$ cat src/rtl/serial_add_sub_pkg.sv
`default_nettype none
// ============================================================================
// Module      : serial_add_sub_pkg
// Description : Shared definitions for the bit-serial adder/subtractor:
//               the FSM state encoding and the operation mode constants.
// Revision    : 1.0 - initial release
// ============================================================================
package serial_add_sub_pkg;

    typedef enum logic [1:0] {
        IDLE = 2'd0,
        RUN  = 2'd1,
        DONE = 2'd2
    } state_t;

    localparam logic MODE_ADD = 1'b0;
    localparam logic MODE_SUB = 1'b1;

endpackage : serial_add_sub_pkg
`default_nettype wire

$ cat src/rtl/serial_add_sub_fa_s_cell.sv
`default_nettype none
// ============================================================================
// Module      : fa_s_cell
// Description : 1-bit combinational full adder / full subtractor.
//               add : s = x + y + cbin,  cbout = carry-out
//               sub : s = x - y - cbin,  cbout = borrow-out
// Ports       : x, y   - operand bits
//               mode   - MODE_ADD / MODE_SUB
//               cbin   - carry-in (add) or borrow-in (subtract)
//               s      - sum / difference bit
//               cbout  - carry-out (add) or borrow-out (subtract)
// Revision    : 1.0 - initial release
// ============================================================================
module fa_s_cell
    import serial_add_sub_pkg::*;
(
    input  logic x,
    input  logic y,
    input  logic mode,
    input  logic cbin,
    output logic s,
    output logic cbout
);

    logic w_xa;

    // Sum and difference bits are identical. Inverting x turns the carry
    // equation into the borrow equation: borrow = ~x&y | cbin&~(x^y).
    assign w_xa  = x ^ (mode == MODE_SUB);
    assign s     = x ^ y ^ cbin;
    assign cbout = (w_xa & y) | (cbin & (w_xa ^ y));

endmodule : fa_s_cell
`default_nettype wire

$ cat src/rtl/serial_add_sub.sv
`default_nettype none
// ============================================================================
// Module      : serial_add_sub
// Description : Bit-serial two's-complement adder/subtractor. Operands are
//               captured on start, processed LSB first one bit per clock
//               through a single fa_s_cell, and the result is published
//               together with carry/borrow and signed overflow on entry to
//               DONE. One operation takes WIDTH+1 cycles back-to-back.
// Ports       : clk, rst_n (async, active low)
//               start, mode, a, b, cin - request and operands (sampled
//                                        together on start in IDLE/DONE)
//               busy       - operation in progress
//               done       - one-cycle result-valid pulse
//               result     - sum / difference, held until the next done
//               carry_borr - carry-out (add) / borrow-out (subtract)
//               overflow   - signed overflow of the operation
// Revision    : 1.0 - initial release
// ============================================================================
module serial_add_sub
    import serial_add_sub_pkg::*;
#(
    parameter int WIDTH = 8     // must be >= 2
) (
    input  logic             clk,
    input  logic             rst_n,
    input  logic             start,
    input  logic             mode,
    input  logic [WIDTH-1:0] a,
    input  logic [WIDTH-1:0] b,
    input  logic             cin,
    output logic             busy,
    output logic             done,
    output logic [WIDTH-1:0] result,
    output logic             carry_borr,
    output logic             overflow
);

    localparam int             CW     = $clog2(WIDTH + 1);
    localparam logic [CW-1:0]  C_LAST = CW'(WIDTH - 1);

    state_t           r_state;
    state_t           w_next;
    logic [CW-1:0]    r_cnt;
    logic [WIDTH-1:0] r_a;      // operand A, doubles as the result shift-in
    logic [WIDTH-1:0] r_b;
    logic             r_mode;
    logic             r_cb;     // registered carry/borrow between bits
    logic             w_s;
    logic             w_cbout;
    logic             w_capture;
    logic             w_last;
    logic             w_ovf;

    fa_s_cell u_cell (
        .x     (r_a[0]),
        .y     (r_b[0]),
        .mode  (r_mode),
        .cbin  (r_cb),
        .s     (w_s),
        .cbout (w_cbout)
    );

    // A new request is taken in IDLE, or on the edge that leaves DONE so
    // that operations can run back-to-back.
    assign w_capture = start && ((r_state == IDLE) || (r_state == DONE));
    assign w_last    = (r_state == RUN) && (r_cnt == C_LAST);

    // On the final bit r_a[0]/r_b[0] are the operand sign bits and w_s is
    // the result sign. Add overflows when signs match, subtract when they
    // differ; either way the result sign must disagree with a.
    assign w_ovf = ~(r_a[0] ^ r_b[0] ^ (r_mode == MODE_SUB)) & (w_s ^ r_a[0]);

    assign busy = (r_state == RUN);
    assign done = (r_state == DONE);

    always_ff @(posedge clk or negedge rst_n) begin
        if (!rst_n) begin
            r_state <= IDLE;
        end else begin
            r_state <= w_next;
        end
    end

    always_comb begin
        w_next = r_state;
        case (r_state)
            IDLE:    if (w_capture) w_next = RUN;
            RUN:     if (w_last)    w_next = DONE;
            DONE:    w_next = w_capture ? RUN : IDLE;
            default: w_next = IDLE;
        endcase
    end

    always_ff @(posedge clk or negedge rst_n) begin
        if (!rst_n) begin
            r_cnt      <= '0;
            r_a        <= '0;
            r_b        <= '0;
            r_mode     <= 1'b0;
            r_cb       <= 1'b0;
            result     <= '0;
            carry_borr <= 1'b0;
            overflow   <= 1'b0;
        end else if (w_capture) begin
            r_cnt  <= '0;
            r_a    <= a;
            r_b    <= b;
            r_mode <= mode;
            r_cb   <= cin;
        end else if (r_state == RUN) begin
            // Consumed bits of A leave at the bottom while result bits
            // enter at the top; after WIDTH shifts r_a holds the result.
            r_a   <= {w_s, r_a[WIDTH-1:1]};
            r_b   <= {1'b0, r_b[WIDTH-1:1]};
            r_cb  <= w_cbout;
            r_cnt <= r_cnt + CW'(1);
            if (w_last) begin
                result     <= {w_s, r_a[WIDTH-1:1]};
                carry_borr <= w_cbout;
                overflow   <= w_ovf;
            end
        end
    end

endmodule : serial_add_sub
`default_nettype wire

$ cat config.mk
export PLATFORM = sky130hd
export DESIGN_NAME = serial_add_sub
export DESIGN_NICKNAME = d
export VERILOG_FILES = /design/src/rtl/serial_add_sub_pkg.sv /design/src/rtl/serial_add_sub_fa_s_cell.sv /design/src/rtl/serial_add_sub.sv
export SDC_FILE = /design/constraint.sdc
export NUM_CORES = 1
export LEC_CHECK = 0
export CAP_MARGIN = 20
export CELL_PAD_IN_SITES_DETAIL_PLACEMENT = 0
export CELL_PAD_IN_SITES_GLOBAL_PLACEMENT = 1
export CORE_ASPECT_RATIO = 1.25
export CORE_MARGIN = 1.5
export CORE_UTILIZATION = 30
export DETAILED_ROUTE_END_ITERATION = 8
export GPL_TIMING_DRIVEN = 0
export PLACE_DENSITY = 0.72
export SLEW_MARGIN = 15
export SYNTH_ARGS = -nofsm -noshare
export SYNTH_HDL_FRONTEND = slang
export SYNTH_SLANG_ARGS = --single-unit
$ cat constraint.sdc
create_clock -name clk -period 1.5 [get_ports clk]
set_clock_uncertainty 0.05 [all_clocks]
set_input_delay 0.15 -clock clk [delete_from_list [all_inputs] [get_ports clk]]
set_output_delay 0.15 -clock clk [all_outputs]
set_load 0.02 [all_outputs]
==> summary.md, run 1 <==
| Metric | Value |
|---|---|
| Post-synthesis register bit count | 34 |
| Critical-path maximum fanout | 5 |
| Pre-antenna DRT Iters | 4 |
| Largest net degree at the start of global routing | 35 |
| Levels on crit path | 5 |
| CTS tree | built |
| Initial DRC count | 58 |
| Cell family with most CP delay | flip-flops |
| GRT met2 Usage | 0.200 |
| CTS root buf | clkbuf_8 |
| Initial Utilization | 0.317 |
| Placer Congestion | 0.753 |
| GR Util met1 | 0.199 |
| Drt total wl | 3650 um |
| H-Tree Depth | 2 |
| Synth unique cells | 26 |
| Synth top area share | 0.555 |
| Hold Fails Final Rpt | 0 |
| Share of cells above drive strength 1 | 0.249 |
| CP arrival | 1.60 ns |
| RSZ-0062 raised after global routing | yes |
| IO Port Bufs | 32 |
| Sequential share of the synthesized area | 0.555 |
| Yosys warning count | 0 |
| ANT nets after route | 0 |
| Io pins | 33 |
| Status | finished clean |
| Class of the worst hold path | input pin to flop |
| Mean Syn Cell Area | roughly 11 um2 |
| Dpl hpwl | about 2400 um |
| Worst endpoint required time | 1.63 ns |
| Via count | 1,207 |
| Commonest non-fill, non-tap cells in the layout | dfrtp_1, nand2_1, clkdlybuf4s50_1 |
| CTS Buffer Depth | 2 |
| Number of global-route vias before repair | ~1,200 |
| P_leak | 0.980 nW |
| Row Count | 28 |
| Met3 usage | 0.0339 |
| Die Ht | 82.9 um |
| Clk sinks | 34 |
| Reg2Reg Depth | 5 |
| WS Path Type | flop to flop |
| Pwr per Cell Area | 2210 mW/mm2 |
| CP max stage cell | dfrtp_1 |
| First-pass GRT wire length | 5750 um |
| VDD IR-drop max | 0.763 mV |
| F_max | 0.679 GHz |
| CP Launch Type | flop |
| Clock latency on the worst-skew pair | 0.29 ns |
| Area leader, netlist | dfrtp_1 |
| Slowest Stage Delay on Critical Path | 0.36 ns |
| Fin. max-slew vios | 0 |
| Max Cap Violations | 0 |
| Crit path buffers/inverters | 1 |
| Hold path depth | 3 |
| Tcrit/Tclk final | 0.982 |
| Area Growth Syn to Fin | 41.1% |
| Dpl ws | -0.343 ns |
| Final worst slack | 0.0270 ns |
| DR WL/cell | 14.2 um |
| Tot GR Track Use | 0.141 |
| Mapped Cells | ~140 |
| Syn nets | 166 |
| Worst-margin pin slew | just under 0.8 ns |
| CP endpoint kind | flop |
| Via density | between 4 and 5 |
| Post-Syn Area | 0.00153 mm2 |
| Post-layout min period | 1.47 ns |
| Core area | just under 0.005 mm2 |
| NumNets Final | 219 |
| Worst hold slack | 0.343 ns |
| Rel. slew slack | 0.485 |
| Commonest non-fill, non-tap cell in the layout | dfrtp_1 |
| ANT cells | 0 |
| Layer with the highest usage | met2 |
| DR DRC count | 0 |
| TritonCTS Buffers | 5 |
| Worst-path clk slew | ~0.070 ns |
| Die area | 0.00555 mm2 |
| Die X | 67.0 um |
| CP cell instances | ha_2 > nand2_2 > nor3_4 > buf_6 > mux2_2 |
| GRT overflow | 0 |
| Top post-synthesis cells by area | dfrtp_1, mux2_2, nand2_1 |
| Final setup fails | 0 |
| Initial antenna violation count | 0 |
## area by class of cell
cell class                      instances  area [um2]
Fill cell                             457        2670
Sequential cell                        34         851
Multi-Input combinational cell         98         653
Timing Repair Buffer                   47         432
Clock buffer                            7        86.3
Tap cell                               60        75.1
Buffer                                  8        55.1
Inverter                                2        7.51
Clock inverter                          1        5.00
## flip-flops by register name (all words and copies together), names as in the netlist
signal	flops
result	8
r_state	2
r_a	8
r_mode	1
carry_borr	1
r_b	8
r_cb	1
overflow	1
r_cnt	4
## what timing repair did
| action | CTS | global route |
|---|---|---|
| hold buffers | 1 | 0 |
| setup buffers | 9 | 4 |
| gates cloned | 1 | 0 |
| pin swaps | 2 | 3 |
| hold endpoints to repair | 34 | 0 |
| endpoints found under the setup margin | 15 | 13 |
| resized for setup | 19 | 3 |
## metal layers
metal / vias up / part of all wire
li1: 592 / -
met4: 0 / 0.019
met3: 7 / 0.046
met1: 581 / 0.46
met5: - / 0
met2: 27 / 0.47
## final timing paths
kind / from / end / slack [ns]
max in group asynchronous: rst_n / r_b[4]$_DFFE_PN0P_ / 0.49
max: r_cnt[0]$_DFFE_PN0P_ / result[1]$_DFFE_PN0P_ / 0.03
min in group asynchronous: rst_n / r_state[1]$_DFFE_PN0P_ / 0.43
min: mode / r_mode$_DFFE_PN0N_ / 0.34
min reg2reg: r_b[1]$_DFFE_PN0P_ / r_b[1]$_DFFE_PN0P_ / 0.46
max reg2reg: r_cnt[0]$_DFFE_PN0P_ / result[1]$_DFFE_PN0P_ / 0.03
## kinds of logic (layout without fill, tap and decap cells)
kind of cell,after synthesis,in the layout,synth area share
simple gates,56,56,0.161
flops,34,34,0.555
compound gates,20,20,0.0889
mux,16,16,0.114
buf+inv,11,65,0.0424
xor+xnor,4,4,0.0228
fa+ha+maj,2,2,0.0163
## where the power goes
part	switching (W)	internal, W	total [W]	leakage [nW]
Sequential	0.000323	0.00137	0.00170	0.416
Combinational	0.00112	0.00127	0.00239	0.516
Clock	0.000324	0.000370	0.000694	0.0482
## synth_stat cells (all sizes together)
master / n
mux2i: 4
a211oi: 1
nand4: 1
inv: 2
nor3: 1
buf: 7
xnor2: 3
a22oi: 4
xor2: 1
and2b: 1
a31oi: 10
a22o: 2
clkbuf: 2
nand2b: 4
nand3: 4
mux2: 12
ha: 2
nor2: 13
dfrtp: 34
o32ai: 1
a21oi: 1
nor2b: 1
o21ai: 1
nand2: 31
## worst register-to-register path, stage by stage (launching register included)
cell     delay [ns]
dfrtp_1        0.36
ha_2           0.19
nand2_2        0.07
nor3_4         0.19
buf_6          0.17
mux2_2         0.33
## stage by stage
step / total power, W / setup TNS, ns / std cells / utilization / instance area [um2]
after floorplan: 0.00307 / 0 / 143 / - / 1530
after global placement: 0.00372 / -18.49 / 235 / 0.399 / 1930
after detailed placement: 0.00378 / -2.63 / 235 / 0.398 / 1920
after CTS: 0.00474 / -0.112 / 254 / 0.441 / 2130
after global routing: 0.00514 / -0.0758 / 257 / 0.448 / 2160
final: 0.00478 / 0 / 257 / 0.448 / 2160
Power figures use the tool's default switching activity.
==> run 2, diff against run 1 <==
Settings changed: PLACE_DENSITY 0.72 to 0.69.
Clock period 1.5 ns to 1.8 ns, I/O delays scaled along.
==> run 2 against run 1 <==
Compared with the run above:
- setup slack better by 0.077 ns
- die area did not move
- critical path type is now flop to primary output
- sequential share of layout area grew 2.5 points
- clock power down 16%
- final cell count shrank 5.1%
- via count is 1.8% lower
- sequential cell count unchanged
- worst hold slack improved by 0.030 ns
- core utilization fell by 2.7 points
==> summary.md, run 2 (synthesis results as in run 1) <==
| Metric | Value |
|---|---|
| Status | finished clean |
| Max Cap Violations | 0 (unchanged) |
| CP endpoint kind | primary output |
| CP max stage cell | clkdlybuf4s50_1 |
| Placer Congestion | 0.752 (-0.12%) |
| Sum of negative setup slack | 0 ns (unchanged) |
| Biggest regs | r_a: 8 flops, r_b: 8 flops, result: 8 flops |
| Sw frac | 0.377 (+0.00771) |
| Row Count | 28 (unchanged) |
| Drt total wl | 3520 um (-3.4%) |
| Final setup fails | 0 (unchanged) |
| VDD IR-drop max | 0.649 mV (-15%) |
| Tcrit/Tclk final | 0.942 |
| Slowest Stage Delay on Critical Path | 0.59 ns (+0.23 ns) |
| Worst-path clk slew | 0.07 ns (about the same) |
| F_max | between 0.5 and 0.6 GHz |
| CTS tree | built |
| Class of the worst hold path | input pin to flop |
| Hold_sp | mode |
| CP arrival | 1.47 ns (-0.13 ns) |
| CTS Buffer Depth | 2 (unchanged) |
| Rel. slew slack | 0.483 (-0.00237) |
| RSZ-0062 raised after global routing | no |
| CP Launch Type | flop |
| Final core utilization | 0.421 (-0.0272) |
| Clk sinks | 34 (unchanged) |
| Setup bufs post-CTS | 0 (-9) |
| ANT nets after route | 0 (unchanged) |
| Initial antenna violation count | 0 (unchanged) |
| Area Growth Syn to Fin | 32.5% |
| Hold Fails Final Rpt | 0 (unchanged) |
| Die area | 0.00555 mm2 (unchanged) |
| Pre-antenna DRT Iters | 4 (unchanged) |
| Core area | 0.00483 mm2 (unchanged) |
| Largest net degree at the start of global routing | 35 (unchanged) |
| Critical-path maximum fanout | 4 (-1) |
| Sequential share of power | 0.378 (+0.023) |
| ANT cells | 0 (unchanged) |
| DR DRC count | 0 (unchanged) |
| Clock latency on the worst-skew pair | 0.28 ns (about the same) |
| Part of the power in combinational logic | 0.466 (-0.034) |
| Commonest non-fill, non-tap cell in the layout | dfrtp_1 |
| CP cell instances | and2b_1 > clkdlybuf4s50_1 |
| CTS root buf | clkbuf_8 |
| Share of cells above drive strength 1 | 0.163 (-0.0857) |
| NumNets Final | 206 (-5.9%) |
| Initial Utilization | 0.317 (unchanged) |
| Die Ht | 82.9 um (unchanged) |
| Clock power share | 0.156 (+0.011) |
| First-pass GRT wire length | 6080 um (+5.6%) |
| Commonest non-fill, non-tap cells in the layout | dfrtp_1, nand2_1, clkdlybuf4s50_1 |
| H-Tree Depth | 2 (unchanged) |
| Int Pwr | 0.00232 W (-23%) |
| PnR Total Power | 0.00372 W (-22%) |
| Worst endpoint required time | 1.57 ns (-0.06 ns) |
| Via count | 1,185 (-1.8%) |
| Worst hold slack | 0.373 ns (+0.0296 ns) |
| Tot GR Track Use | 0.145 (+0.00351) |
| P_leak | 0.896 nW (-8.6%) |
| Dpl hpwl | 2410 um (+2.1%) |
| Critical Path Start | r_state[0]$_DFFE_PN0P_ |
| Die X | 67.0 um (unchanged) |
| DR WL/cell | 14.4 um (+1.7%) |
| Io pins | 33 (unchanged) |
| TritonCTS Buffers | 5 (unchanged) |
| NetSw | 0.00140 W (-20%) |
| Number of global-route vias before repair | 1,226 (+6.1%) |
| WS Path Type | flop to primary output |
| Final Cell Area | 0.00203 mm2 (-6.1%) |
| Via density | 4.86 (+3.4%) |
| Initial DRC count | 37 (-36%) |
| IO Port Bufs | 32 (unchanged) |
| Pwr per Cell Area | 1830 mW/mm2 (-17%) |
| GRT overflow | 0 (unchanged) |
| Post-DP Area | 0.00192 mm2 (unchanged) |
| Worst-margin pin slew | 0.776 ns (+0.00356 ns) |
| Fin. max-slew vios | 0 (unchanged) |
| Post-layout min period | 1.70 ns |
| RR Startpoint | r_cnt[0]$_DFFE_PN0P_ |
==> run 2: cell count changes in the layout (fill, tap and decap cells not counted), moves of 2 or more <==
cell	change
mux2_2	+4
buf_4	-14
mux2_4	-4
clkbuf_1	+2
clkbuf_2	-2
==> run 2: cell type report <==
class	count	area, um2
Buffer	9	63.8
Clock buffer	7	86.3
Clock inverter	1	5.00
Fill cell	490	2800
Inverter	2	7.51
Multi-Input combinational cell	98	618
Sequential cell	34	851
Tap cell	60	75.1
Timing Repair Buffer	33	327
==> run 2: worst max-delay path, delay by kind of cell, from the launching register on <==
kind | cells | cell delay, ns
simple gates | 1 | 0.19
buf+inv | 1 | 0.59
flops | 1 | 0.40
==> run 2: per-stage QoR <==
stage / setup slack [ns] / std cells
finish: 0.104 / 244
global route: 0.0382 / 244
CTS: 0.0293 / 244
detailed placement: -0.0645 / 235
global placement: -0.218 / 235
floorplan: 0.349 / 143
==> run 2: what timing repair did <==
item | CTS | global route
setup endpoints to repair | 1 | 1
resized for setup | 4 | 2
endpoints found under the hold margin | 34 | 0
hold buffers | 1 | 0
==> run 2: final timing paths <==
path                                          to  cells past startpoint  slack (ns)
max in group asynchronous     r_b[6]$_DFFE_PN0P_                      2        0.74
max reg2reg                result[0]$_DFFE_PN0P_                      5        0.22
min reg2reg                 r_cnt[2]$_DFFE_PN0P_                      1        0.45
max                                         done                      2        0.10
min                           r_mode$_DFFE_PN0N_                      3        0.37
min in group asynchronous     r_mode$_DFFE_PN0N_                      2        0.46
==> run 2: metal layers <==
layer  wire (um)  part of all wire  track usage  vias to the layer above
met5           0                 0            0                        -
met4          66             0.019       0.0575                        0
met3         161             0.046       0.0366                        6
met2        1760              0.50        0.223                       37
met1        1530              0.43        0.193                      577
li1            -                 -            -                      565
==> run 2: power groups by stage <==
stage	combinational (W)	sequential, W	clock [W]
after floorplan	0.00106	0.00149	0
after global placement	0.00170	0.00140	0
after detailed placement	0.00172	0.00142	0
after CTS	0.00174	0.00141	0.000603
after global routing	0.00194	0.00146	0.000645
final	0.00174	0.00141	0.000581
==> run 3, diff against run 2 <==
Settings changed: CORE_UTILIZATION 30 to 41, PLACE_DENSITY 0.69 to not set, PLACE_DENSITY_LB_ADDON set to 0.25.
==> run 3 against run 2 <==
Compared with the run above:
- the run now ends with DRC left
- total power fell by 1.8%
- final cell count down 9.0%
- count of clock-buffer cells in the layout shrank 2
- fmax rose by 0.81%
- via count is 0.51% lower
- sequential power barely moved
- setup slack improved by 0.014 ns
- first-iteration DRC count increased by 49%
- wire length down 9.0%
- cell area down 1.9%
- critical endpoint unchanged
==> summary.md, run 3 (synthesis results as in run 1) <==
| Metric | Value |
|---|---|
| Part of the power in combinational logic | 0.475 (+0.009) |
| GRT overflow | 0 (unchanged) |
| Initial Utilization | 0.433 (+0.116) |
| Worst hold slack | 0.374 ns (+0.000987 ns) |
| Final worst slack | 0.117 ns (+0.0136 ns) |
| DR DRC count | 5 (+5) |
| Max Cap Violations | 0 (unchanged) |
| Drt total wl | 3200 um (-9.0%) |
| CTS tree | built |
| CP Launch Type | flop |
| Pwr per Cell Area | 1830 mW/mm2 (about the same) |
| Largest net degree at the start of global routing | 35 (unchanged) |
| ANT nets after route | 0 (unchanged) |
| # fillers | 346 (-29%) |
| CTS root buf | clkbuf_8 |
| Via count | 1,179 (-0.51%) |
| Placer Congestion | 0.735 (-2.3%) |
| Core area | 0.00354 mm2 (-27%) |
| Tot GR Track Use | 0.180 (+0.0356) |
| R2R Path End | result[3]$_DFFE_PN0P_ |
| Class of the worst hold path | input pin to flop |
| Area Growth Syn to Fin | 30.0% |
| Tcrit/Tclk final | 0.935 (-0.00754) |
| Failing checks | DRC |
| Share of cells above drive strength 1 | 0.164 (+0.000891) |
| Number of global-route vias before repair | 1,241 (+1.2%) |
| First-pass GRT wire length | 5590 um (-8.0%) |
| Setup bufs post-CTS | 0 (unchanged) |
| Die Ht | 71.4 um (-14%) |
| Clock power share | 0.141 (-0.015) |
| ANT cells | 0 (unchanged) |
| Die area | 0.00412 mm2 (-26%) |
| DR WL/cell | 14.4 um (about the same) |
| Hold Fails Final Rpt | 0 (unchanged) |
| Via density | 5.31 (+9.4%) |
| Pre-antenna DRT Iters | 6 (+2) |
| Final setup fails | 0 (unchanged) |
| RSZ-0062 raised after global routing | no |
| Dpl hpwl | 2200 um (-8.8%) |
| Clk sinks | 34 (unchanged) |
| Status | finished, violations left |
| Non-filler cells, final | 222 (-9.0%) |
| CP arrival | 1.45 ns (-0.02 ns) |
| CP endpoint kind | primary output |
| Worst reg2reg setup slack | 0.26 ns (+0.04 ns) |
| Hold endpoint | r_mode$_DFFE_PN0N_ |
| Reg2Reg Depth | 5 (unchanged) |
| VDD IR-drop max | 0.708 mV (+9.0%) |
| WS Path Type | flop to primary output |
| Row Count | 24 (-14%) |
| F_max | 0.594 GHz (+0.81%) |
| Final core utilization | 0.563 (+0.142) |
| Io pins | 33 (unchanged) |
| Fin. max-slew vios | 0 (unchanged) |
| Initial DRC count | 55 (+49%) |
| Sw frac | 0.379 (+0.00184) |
| RR Startpoint | r_state[1]$_DFFE_PN0P_ |
| TritonCTS Buffers | 5 (unchanged) |
| Hold path depth | 3 (unchanged) |
| Worst-margin pin slew | 0.750 ns (-0.0263 ns) |
| Commonest non-fill, non-tap cell in the layout | dfrtp_1 |
| Rel. slew slack | 0.500 (+0.0175) |
| Hold_sp | mode |
| NumNets Final | 206 (unchanged) |
| Worst-path clk slew | 0.07 ns (about the same) |
| P_leak | 0.892 nW (-0.50%) |
| Clock latency on the worst-skew pair | 0.28 ns (about the same) |
| Dpl ws | -0.0656 ns (-0.00104 ns) |
| H-Tree Depth | 2 (unchanged) |
| Initial antenna violation count | 0 (unchanged) |
| Sequential share of power | 0.385 (+0.007) |
| Worst endpoint required time | 1.57 ns (about the same) |
| Cell count after placement | 214 (-8.9%) |
| Post-layout min period | 1.68 ns (-0.0136 ns) |
| IO Port Bufs | 32 (unchanged) |
| CTS Buffer Depth | 2 (unchanged) |
| Int Pwr | 0.00227 W (-2.1%) |
| Commonest non-fill, non-tap cells in the layout | dfrtp_1, nand2_1, clkdlybuf4s50_1 |
| NetSw | 0.00139 W (-1.4%) |
| Critical-path maximum fanout | 4 (unchanged) |
| Biggest regs | r_a: 8 flops, r_b: 8 flops, result: 8 flops |
| Die X | 57.7 um (-14%) |
-- run 3: per-stage QoR --
stage,TNS (ns),power (W),instance area (um2)
2_1_floorplan,0,0.00256,1530
3_3_place_gp,-7.15,0.00310,1900
3_5_place_dp,-0.0656,0.00314,1900
4_1_cts,0,0.00368,1990
5_1_grt,0,0.00396,1990
6_report,0,0.00366,1990
-- run 3: worst max path at each step --
stage	startpoint	to	cells after the start
after floorplan	r_state[1]$_DFFE_PN0P_	overflow$_DFFE_PN0P_	5
after global placement	rst_n	result[3]$_DFFE_PN0P_	1
after detailed placement	r_state[1]$_DFFE_PN0P_	busy	5
after CTS	r_state[1]$_DFFE_PN0P_	busy	5
after global routing	r_state[1]$_DFFE_PN0P_	busy	5
final	r_state[0]$_DFFE_PN0P_	done	2
-- run 3: area by class of cell --
| class | count | area (um2) | area share |
|---|---|---|---|
| flip-flops and latches | 34 | 851 | 0.427 |
| multi-input cells | 98 | 618 | 0.310 |
| repair buffers | 33 | 327 | 0.164 |
| clock buffers | 5 | 68.8 | 0.0345 |
| plain buffers | 9 | 63.8 | 0.0320 |
| well taps | 39 | 48.8 | 0.0245 |
| clock inverters | 2 | 10.0 | 0.00502 |
| inverters | 2 | 7.51 | 0.00376 |
-- run 3: worst max-delay path, stage by stage, from the launching register on --
cell and delay [ns]:
dfrtp_1 0.39, and2b_1 0.19, clkdlybuf4s50_1 0.59
-- run 3: power by group through the flow --
stage,clock [W],sequential (W),combinational (W)
final,0.000515,0.00141,0.00174
after global routing,0.000564,0.00146,0.00194
after CTS,0.000531,0.00141,0.00174
after detailed placement,0,0.00142,0.00173
after global placement,0,0.00140,0.00170
after floorplan,0,0.00149,0.00106
-- run 3: routing by layer --
layer	routed length, um	vias up	global-route usage
met5	0	-	0
met2	1520	39	0.293
met3	184	9	0.0542
li1	-	565	-
met1	1430	566	0.219
met4	70	0	0.0827
-- run 3: repair_timing --
| item | in CTS | in global routing |
|---|---|---|
| resized for setup | 4 | 2 |
| cloned | 0 | 0 |
| endpoints found under the setup margin | 1 | 1 |
| hold buffers | 1 | 0 |
| hold endpoints to repair | 34 | 0 |
